## src/rtl/dm_arb_pkg.sv

```systemverilog
// rtl/dm_arb_pkg.sv - shared types and constants for the DataMemory arbiter
//
// Contents: memory geometry constants, command owner encoding, sequencer
// state encoding and the packed command record.
package dm_arb_pkg;

    localparam int ADDR_W = 4;
    localparam int DATA_W = 10;

    typedef enum logic {
        OWN_CPU = 1'b0,
        OWN_DBG = 1'b1
    } owner_e;

    typedef enum logic {
        IDLE   = 1'b0,
        ACCESS = 1'b1
    } state_e;

    typedef struct packed {
        owner_e              owner;
        logic                we;
        logic [ADDR_W-1:0]   addr;
        logic [DATA_W-1:0]   wdata;
    } cmd_t;

endpackage

```

## src/rtl/dm_arb_starve_cnt.sv

```systemverilog
// rtl/dm_arb_starve_cnt.sv - debug-port starvation counter
//
// Ports:
//   clk, rst_n  : clock, asynchronous active-low reset
//   dbg_req     : debug port is requesting
//   dbg_gnt     : debug port is granted this cycle
//   force_dbg   : debug has waited STARVE_LIMIT cycles; grant it now
module dm_arb_starve_cnt #(
    parameter int STARVE_LIMIT = 4
) (
    input  logic clk,
    input  logic rst_n,
    input  logic dbg_req,
    input  logic dbg_gnt,
    output logic force_dbg
);

    localparam int CW = (STARVE_LIMIT < 1) ? 1 : $clog2(STARVE_LIMIT + 1);
    localparam logic [CW-1:0] LIMIT = CW'(STARVE_LIMIT);

    logic [CW-1:0] cnt;

    // Saturates at LIMIT; the forced grant that follows clears it.
    always_ff @(posedge clk or negedge rst_n) begin
        if (!rst_n) begin
            cnt <= '0;
        end else if (!dbg_req || dbg_gnt) begin
            cnt <= '0;
        end else if (cnt != LIMIT) begin
            cnt <= cnt + 1'b1;
        end
    end

    // Gated by dbg_req so a withdrawn debug request never blocks the CPU.
    assign force_dbg = dbg_req & (cnt == LIMIT);

endmodule

```

## src/rtl/dm_arbiter.sv

```systemverilog
// rtl/dm_arbiter.sv - two-port arbiter/sequencer in front of DataMemory
//
// Optional feature macro: DM_ARB_STARVE_EN (debug port starvation guard).
// Ports:
//   clk, rst_n                         : clock, asynchronous active-low reset
//   cpu_req/we/addr/wdata, cpu_gnt     : CPU command port (fixed priority)
//   cpu_rvalid, cpu_rdata              : CPU read return
//   dbg_req/we/addr/wdata, dbg_gnt     : debug/loader command port
//   dbg_rvalid, dbg_rdata              : debug read return
//   dm_write_en, dm_mem_read,
//   dm_address, dm_write_data          : DataMemory control, driven for one cycle
//   dm_read_data                       : DataMemory combinational read data
module dm_arbiter #(
    parameter int ADDR_W       = dm_arb_pkg::ADDR_W,
    parameter int DATA_W       = dm_arb_pkg::DATA_W,
    parameter int STARVE_LIMIT = 4
) (
    input  logic              clk,
    input  logic              rst_n,
    input  logic              cpu_req,
    input  logic              cpu_we,
    input  logic [ADDR_W-1:0] cpu_addr,
    input  logic [DATA_W-1:0] cpu_wdata,
    output logic              cpu_gnt,
    output logic              cpu_rvalid,
    output logic [DATA_W-1:0] cpu_rdata,
    input  logic              dbg_req,
    input  logic              dbg_we,
    input  logic [ADDR_W-1:0] dbg_addr,
    input  logic [DATA_W-1:0] dbg_wdata,
    output logic              dbg_gnt,
    output logic              dbg_rvalid,
    output logic [DATA_W-1:0] dbg_rdata,
    output logic              dm_write_en,
    output logic              dm_mem_read,
    output logic [ADDR_W-1:0] dm_address,
    output logic [DATA_W-1:0] dm_write_data,
    input  logic [DATA_W-1:0] dm_read_data
);

    if (STARVE_LIMIT < 1) begin : g_bad_limit
        $error("dm_arbiter: STARVE_LIMIT must be at least 1");
    end

    dm_arb_pkg::state_e state;
    dm_arb_pkg::owner_e cmd_owner;
    logic               cmd_we;
    logic [ADDR_W-1:0]  cmd_addr;
    logic [DATA_W-1:0]  cmd_wdata;
    logic               force_dbg;
    logic               access;

`ifdef DM_ARB_STARVE_EN
    dm_arb_starve_cnt #(
        .STARVE_LIMIT (STARVE_LIMIT)
    ) u_starve (
        .clk       (clk),
        .rst_n     (rst_n),
        .dbg_req   (dbg_req),
        .dbg_gnt   (dbg_gnt),
        .force_dbg (force_dbg)
    );
`else
    assign force_dbg = 1'b0;
`endif

    // Grants are masked by rst_n so nothing is accepted while in reset.
    assign cpu_gnt = rst_n & cpu_req & ~force_dbg;
    assign dbg_gnt = rst_n & dbg_req & (~cpu_req | force_dbg);

    assign access        = (state == dm_arb_pkg::ACCESS);
    assign dm_write_en   = access & cmd_we;
    assign dm_mem_read   = access & ~cmd_we;
    assign dm_address    = access ? cmd_addr  : '0;
    assign dm_write_data = access ? cmd_wdata : '0;

    always_ff @(posedge clk or negedge rst_n) begin
        if (!rst_n) begin
            state      <= dm_arb_pkg::IDLE;
            cmd_owner  <= dm_arb_pkg::OWN_CPU;
            cmd_we     <= 1'b0;
            cmd_addr   <= '0;
            cmd_wdata  <= '0;
            cpu_rvalid <= 1'b0;
            cpu_rdata  <= '0;
            dbg_rvalid <= 1'b0;
            dbg_rdata  <= '0;
        end else begin
            cpu_rvalid <= 1'b0;
            dbg_rvalid <= 1'b0;

            // Retire the read occupying this access cycle to its owner.
            if (access && !cmd_we) begin
                if (cmd_owner == dm_arb_pkg::OWN_CPU) begin
                    cpu_rdata  <= dm_read_data;
                    cpu_rvalid <= 1'b1;
                end else begin
                    dbg_rdata  <= dm_read_data;
                    dbg_rvalid <= 1'b1;
                end
            end

            // A new command may be latched in the same edge, keeping the
            // memory busy every cycle under back-to-back requests.
            if (cpu_gnt) begin
                state     <= dm_arb_pkg::ACCESS;
                cmd_owner <= dm_arb_pkg::OWN_CPU;
                cmd_we    <= cpu_we;
                cmd_addr  <= cpu_addr;
                cmd_wdata <= cpu_wdata;
            end else if (dbg_gnt) begin
                state     <= dm_arb_pkg::ACCESS;
                cmd_owner <= dm_arb_pkg::OWN_DBG;
                cmd_we    <= dbg_we;
                cmd_addr  <= dbg_addr;
                cmd_wdata <= dbg_wdata;
            end else begin
                state <= dm_arb_pkg::IDLE;
            end
        end
    end

endmodule

```

## config.mk

```make
export PLATFORM = sky130hd
export DESIGN_NAME = dm_arbiter
export DESIGN_NICKNAME = d
export VERILOG_FILES = /design/src/rtl/dm_arb_pkg.sv /design/src/rtl/dm_arb_starve_cnt.sv /design/src/rtl/dm_arbiter.sv
export SDC_FILE = /design/constraint.sdc
export NUM_CORES = 1
export LEC_CHECK = 0
export ABC_CLOCK_PERIOD_IN_PS = 1800
export CORE_MARGIN = 2
export CORE_UTILIZATION = 44
export DETAILED_ROUTE_END_ITERATION = 12
export GPL_ROUTABILITY_DRIVEN = 0
export GPL_TIMING_DRIVEN = 0
export PLACE_DENSITY = 0.91
export SETUP_SLACK_MARGIN = 0.05
export SLEW_MARGIN = 5
export SYNTH_ARGS = -nofsm -noshare
export SYNTH_HDL_FRONTEND = slang
export SYNTH_SLANG_ARGS = --single-unit
```

## constraint.sdc

```tcl
create_clock -name clk -period 1.8 [get_ports clk]
set_input_delay 0.36 -clock clk [delete_from_list [all_inputs] [get_ports clk]]
set_output_delay 0.36 -clock clk [all_outputs]
set_load 0.01 [all_outputs]
```

# [Word level (Yosys, flattened, before mapping)]
# Cells that the tools add are included.
[totals] regBits=39 output_inout_bits=40
[op_classes] n_mux=16 bitwise=8 n_reduce_logical=5
[ops] op="10-bit two-way mux" count=3
[ops] op="4-bit two-way mux" count=3
[ops] op="1-bit two-way mux" count=10
[ops] op="1-bit bitwise AND" count=5
[ops] op="2-bit AND reduction" count=2
[ops] op="1-bit NOT" count=3
[ops] op="2-bit nonzero test" count=1
[ops] op="1-bit logical AND" count=1
[ops] op="1-bit zero test" count=1

# [Depth between registers and ports, before layout]
[depth] word_depth=4 ltp_mapped=4 mapped_depth_nobuf=2

# [Worst setup path after synthesis]
# OpenSTA, ideal clock, no wires.
[synth_path] path_kind="reg-to-reg" start="register cmd_we" end="register cpu_rdata[2]" setup_time_ns=0.125 arrival_time_ns=1.106 required_ns=1.675 path_slack_ns=0.569 stages_incl_launch_ff=4 path_buffers=1 synth_period_minus_slack_ns=1.231 cell_sequence="dfrtp_1 > nor3b_2 > buf_6 > mux2_2"
[synth_via] elab_chain_cells=3
[synth_rtl] element="from (decl)" line="dm_arbiter.sv:47" text="logic cmd_we;"
[synth_rtl] element="from (signal assigned)" line="dm_arbiter.sv:108" text="cmd_we <= cpu_we;"
[synth_rtl] element="from (signal assigned)" line="dm_arbiter.sv:114" text="cmd_we <= dbg_we;"
[synth_rtl] element="1-bit zero test" line="dm_arbiter.sv:93" text="if (access && !cmd_we) begin"
[synth_rtl] element="1-bit logical AND" line="dm_arbiter.sv:93"
[synth_rtl] element="2-bit AND reduction (no line)"
[synth_rtl] element="to (signal assigned)" line="dm_arbiter.sv:95" text="cpu_rdata <= dm_read_data;"
[synth_rtl] element="to (decl)" line="dm_arbiter.sv:26" text="output logic [DATA_W-1:0] cpu_rdata,"
# No other way between the ends.
# A chain may end at the register's enable or synchronous reset.

# [Worst setup path after layout]
[layout_path] start="register state (netlist: access)" end="output dm_address[2]"
[layout_via] elab_chain_cells=1
[layout_rtl] element="from (decl)" line="dm_arbiter.sv:45" text="dm_arb_pkg::state_e state;"
[layout_rtl] element="from (signal assigned)" line="dm_arbiter.sv:79" text="state <= dm_arb_pkg::IDLE;"
[layout_rtl] element="from (signal assigned)" line="dm_arbiter.sv:106" text="state <= dm_arb_pkg::ACCESS;"
[layout_rtl] element="from (signal assigned)" line="dm_arbiter.sv:112" text="state <= dm_arb_pkg::ACCESS;"
[layout_rtl] element="4-bit two-way mux" line="dm_arbiter.sv:74" text="assign dm_address = access ? cmd_addr : '0;"
[layout_rtl] element="to (decl)" line="dm_arbiter.sv:36" text="output logic [ADDR_W-1:0] dm_address,"
# No other way between the ends.

==> results.toml <==
[run_status]
status = "finished clean"

[timing]
hold_viol = 0
drv_slew = 0
relSlewSlack = 0.5628
fin_skew_ps = 7.739
rsz0062_at_grt = "false"
max_freq_ghz = 0.5915
min_period_ps = 1691
finalCritPeriodShare = 0.9393
worstMarginPinSlew_ps = 653.6
setup_viol = 0

[synthesis]
synth_nets = 198
synth_area_leaders = "dfrtp_1, mux2_2, a222oi_1"
yosys_register_bits = 39
synth_cell_types = 18
ys_warn_count = 0
syn_area_per_cell_um2 = 11.57
synthesis.area_um2 = 1782
synth_cells = 154
synth_top_cell_area_share = 0.5478
yosysTopAreaCell = "dfrtp_1"
yosysSeqAreaShare = 0.5478

[critical_path]
crit_family = "buffers and inverters"
cp_data_required_time_ps = 1440
cpPeakStageDelay_ps = 410
cp_data_arrival_time_ps = 1330
rr_worst_depth = 4
path_cells = "clkbuf_4 > and2_1 > dlygate4sd2_1"
end_kind = "output port"
cp_max_fo = 10
cp_num_buf_inv = 2
start_kind = "flip-flop"
critPathLaunch = "access$_DFF_PN0_"
crit_type = "flip-flop to output port"
critPathSlowestCell = "dfrtp_2"
r2r_start = "access$_DFF_PN0_"
reg2reg_slack_ps = 380
crit_cells = 3
crit_end = "dm_address[2]"
r2r_end = "dbg_rdata[1]$_DFFE_PN0P_"

[floorplan]
dieArea_um2 = 4574
start_util = 0.4519
rows = 23
core_area_um2 = 3943
io_pins = 84
die_h_um = 67.64
die_w_um = 67.64

[cells_and_area]
area_growth_pct = 56.81
multiInputGateArea_um2 = 625.6
regArea_um2 = 977.2
postLayoutCoreUtil = 0.7087
n_fill_cell = 316
final_nets = 291
layout-drive-gt1-share = 0.1613
n_antenna_cell = 0

[routing]
avgRoutedWirePerCell_um = 14.76
wl_um = 4399
drt.antenna.violating_nets = 0
drt_iter0_drc = 124
vias_per_cell = 4.852
vias = 1446
drc_errors = 0
first_pass_iters = 4

[power]
leakage_nw = 1.340
power.internal_w = 0.001959
seqPwrFrac = 0.439
pwr_density_cell_nw_per_um2 = 980.8
power_switching_w = 0.0007815
ir_drop_mv = 0.6588
comb_power_share = 0.346
clock_power_share = 0.215
fin_total_pwr_w = 0.002740
switching_share = 0.2852

[clock_network]
clkTransAtPathRegs_ps = 80
cts_tree = "yes"
htree_levels = 2
clk_path_buf_depth = 2
clkSinkCount = 39
cts-root-buf = "clkbuf_8"
clock_latency_ps = 300
numCtsBuffers = 5

[placed_design]
port_buffers = 83
dp_hpwl_um = 3207

[global_route]
grt_pass1_wl_um = 6617
grt_pass1_vias = 1419
grt_max_degree = 27
grt_use_total = 0.2011
antenna_found_initial = 0
grt.overflow.total = 0

[hold_path]
min_path_type = "input pin to async pin"

[flow_run]
maxCapViolCount = 0
[area by class of cell]
| class | instances | area share |
|---|---|---|
| buffer | 8 | 0.02642 |
| clock buffer | 5 | 0.02463 |
| clock inverter | 3 | 0.007165 |
| inverter | 32 | 0.04299 |
| multi-input combinational | 75 | 0.2239 |
| sequential | 39 | 0.3498 |
| tap | 50 | 0.02239 |
| timing repair buffer | 86 | 0.3027 |
[metrics by stage]
step	instances	setup slack (ps)	cell area, um^2	TNS [ps]	hold slack (ps)
2_1_floorplan	154	569.4	1782	0	64.41
3_3_place_gp	287	-1883	2675	-53910	468.3
3_5_place_dp	288	-633.9	2690	-2666	312.8
4_1_cts	298	112.0	2794	0	34.03
5_1_grt	298	73.91	2794	0	37.61
6_report	298	109.3	2794	0	25.58
[logic make-up after synthesis]
| logic type | share of synthesized area |
|---|---|
| AO/OA/AOI/OAI | 0.08988 |
| buffers and inverters | 0.1011 |
| flip-flops | 0.5478 |
| multiplexers | 0.1264 |
| AND/OR/NAND/NOR | 0.1348 |
[cells in the final DEF, fill, tap and decap left out, types with 4 or more instances in the layout]
master	n
nor2b_1	17
dlygate4sd2_1	18
clkbuf_8	6
mux2_1	4
a222oi_1	15
mux2_2	16
and2_1	15
inv_1	32
dfrtp_1	38
clkdlybuf4s50_1	62
[power groups by stage]
stage | Combinational, W | Clock, W | Sequential [W]
floorplan | 0.000291 | 0 | 0.00129
global placement | 0.000945 | 0 | 0.00121
detailed placement | 0.000971 | 0 | 0.00122
CTS | 0.000962 | 0.000596 | 0.00120
global route | 0.00101 | 0.000646 | 0.00123
finish | 0.000949 | 0.000589 | 0.00120
[cell usage after synthesis]
cell      count
mux2_2       16
nor3b_2       1
nand2_1       1
buf_6         2
buf_8         1
clkbuf_1      2
buf_2         3
nor2b_1      17
dfrtp_1      39
o21ai_1       1
and2_1       15
and2_4        1
nand3b_1      1
a21oi_1       1
inv_1        32
nor2_1        2
a222oi_1     15
mux2_1        4
[worst reg2reg max path: stages, from the launching register on]
cell	delay, ps
dfrtp_2	410
buf_4	160
nand3b_1	100
buf_2	260
mux2_2	370
[state kept, by name, indices dropped and copies added, names as in the netlist]
| register | cells |
|---|---|
| dbg_rvalid | 1 |
| cmd_addr | 4 |
| cmd_we | 1 |
| cpu_rdata | 10 |
| cmd_owner | 1 |
| access | 1 |
| dbg_rdata | 10 |
| cpu_rvalid | 1 |
| cmd_wdata | 10 |
[layer usage]
metal  share of wire  track usage  up-vias
met5               0            0        -
met4           0.021      0.09949        0
met3           0.055      0.04500        7
met2            0.54       0.3456       44
li1                -            -      699
met1            0.39       0.2350      696
[timing repair]
item,CTS,global route
setup endpoints to repair,18,0
hold endpoints to repair,14,0
hold buffers,1,0
gates resized for setup,31,0
setup buffers,1,0
[worst min path at each step]
stage	from	slack (ps)	endpoint	depth (start not counted)
6_report	rst_n	30	dbg_rdata[8]$_DFFE_PN0P_	2
5_1_grt	rst_n	40	dbg_rdata[8]$_DFFE_PN0P_	2
4_1_cts	rst_n	30	dbg_rdata[8]$_DFFE_PN0P_	2
3_5_place_dp	rst_n	310	dbg_rdata[7]$_DFFE_PN0P_	1
3_3_place_gp	cpu_rdata[1]$_DFFE_PN0P_	470	cpu_rdata[1]$_DFFE_PN0P_	1
2_1_floorplan	rst_n	60	access$_DFF_PN0_	0
Power figures use the tool's default switching activity.
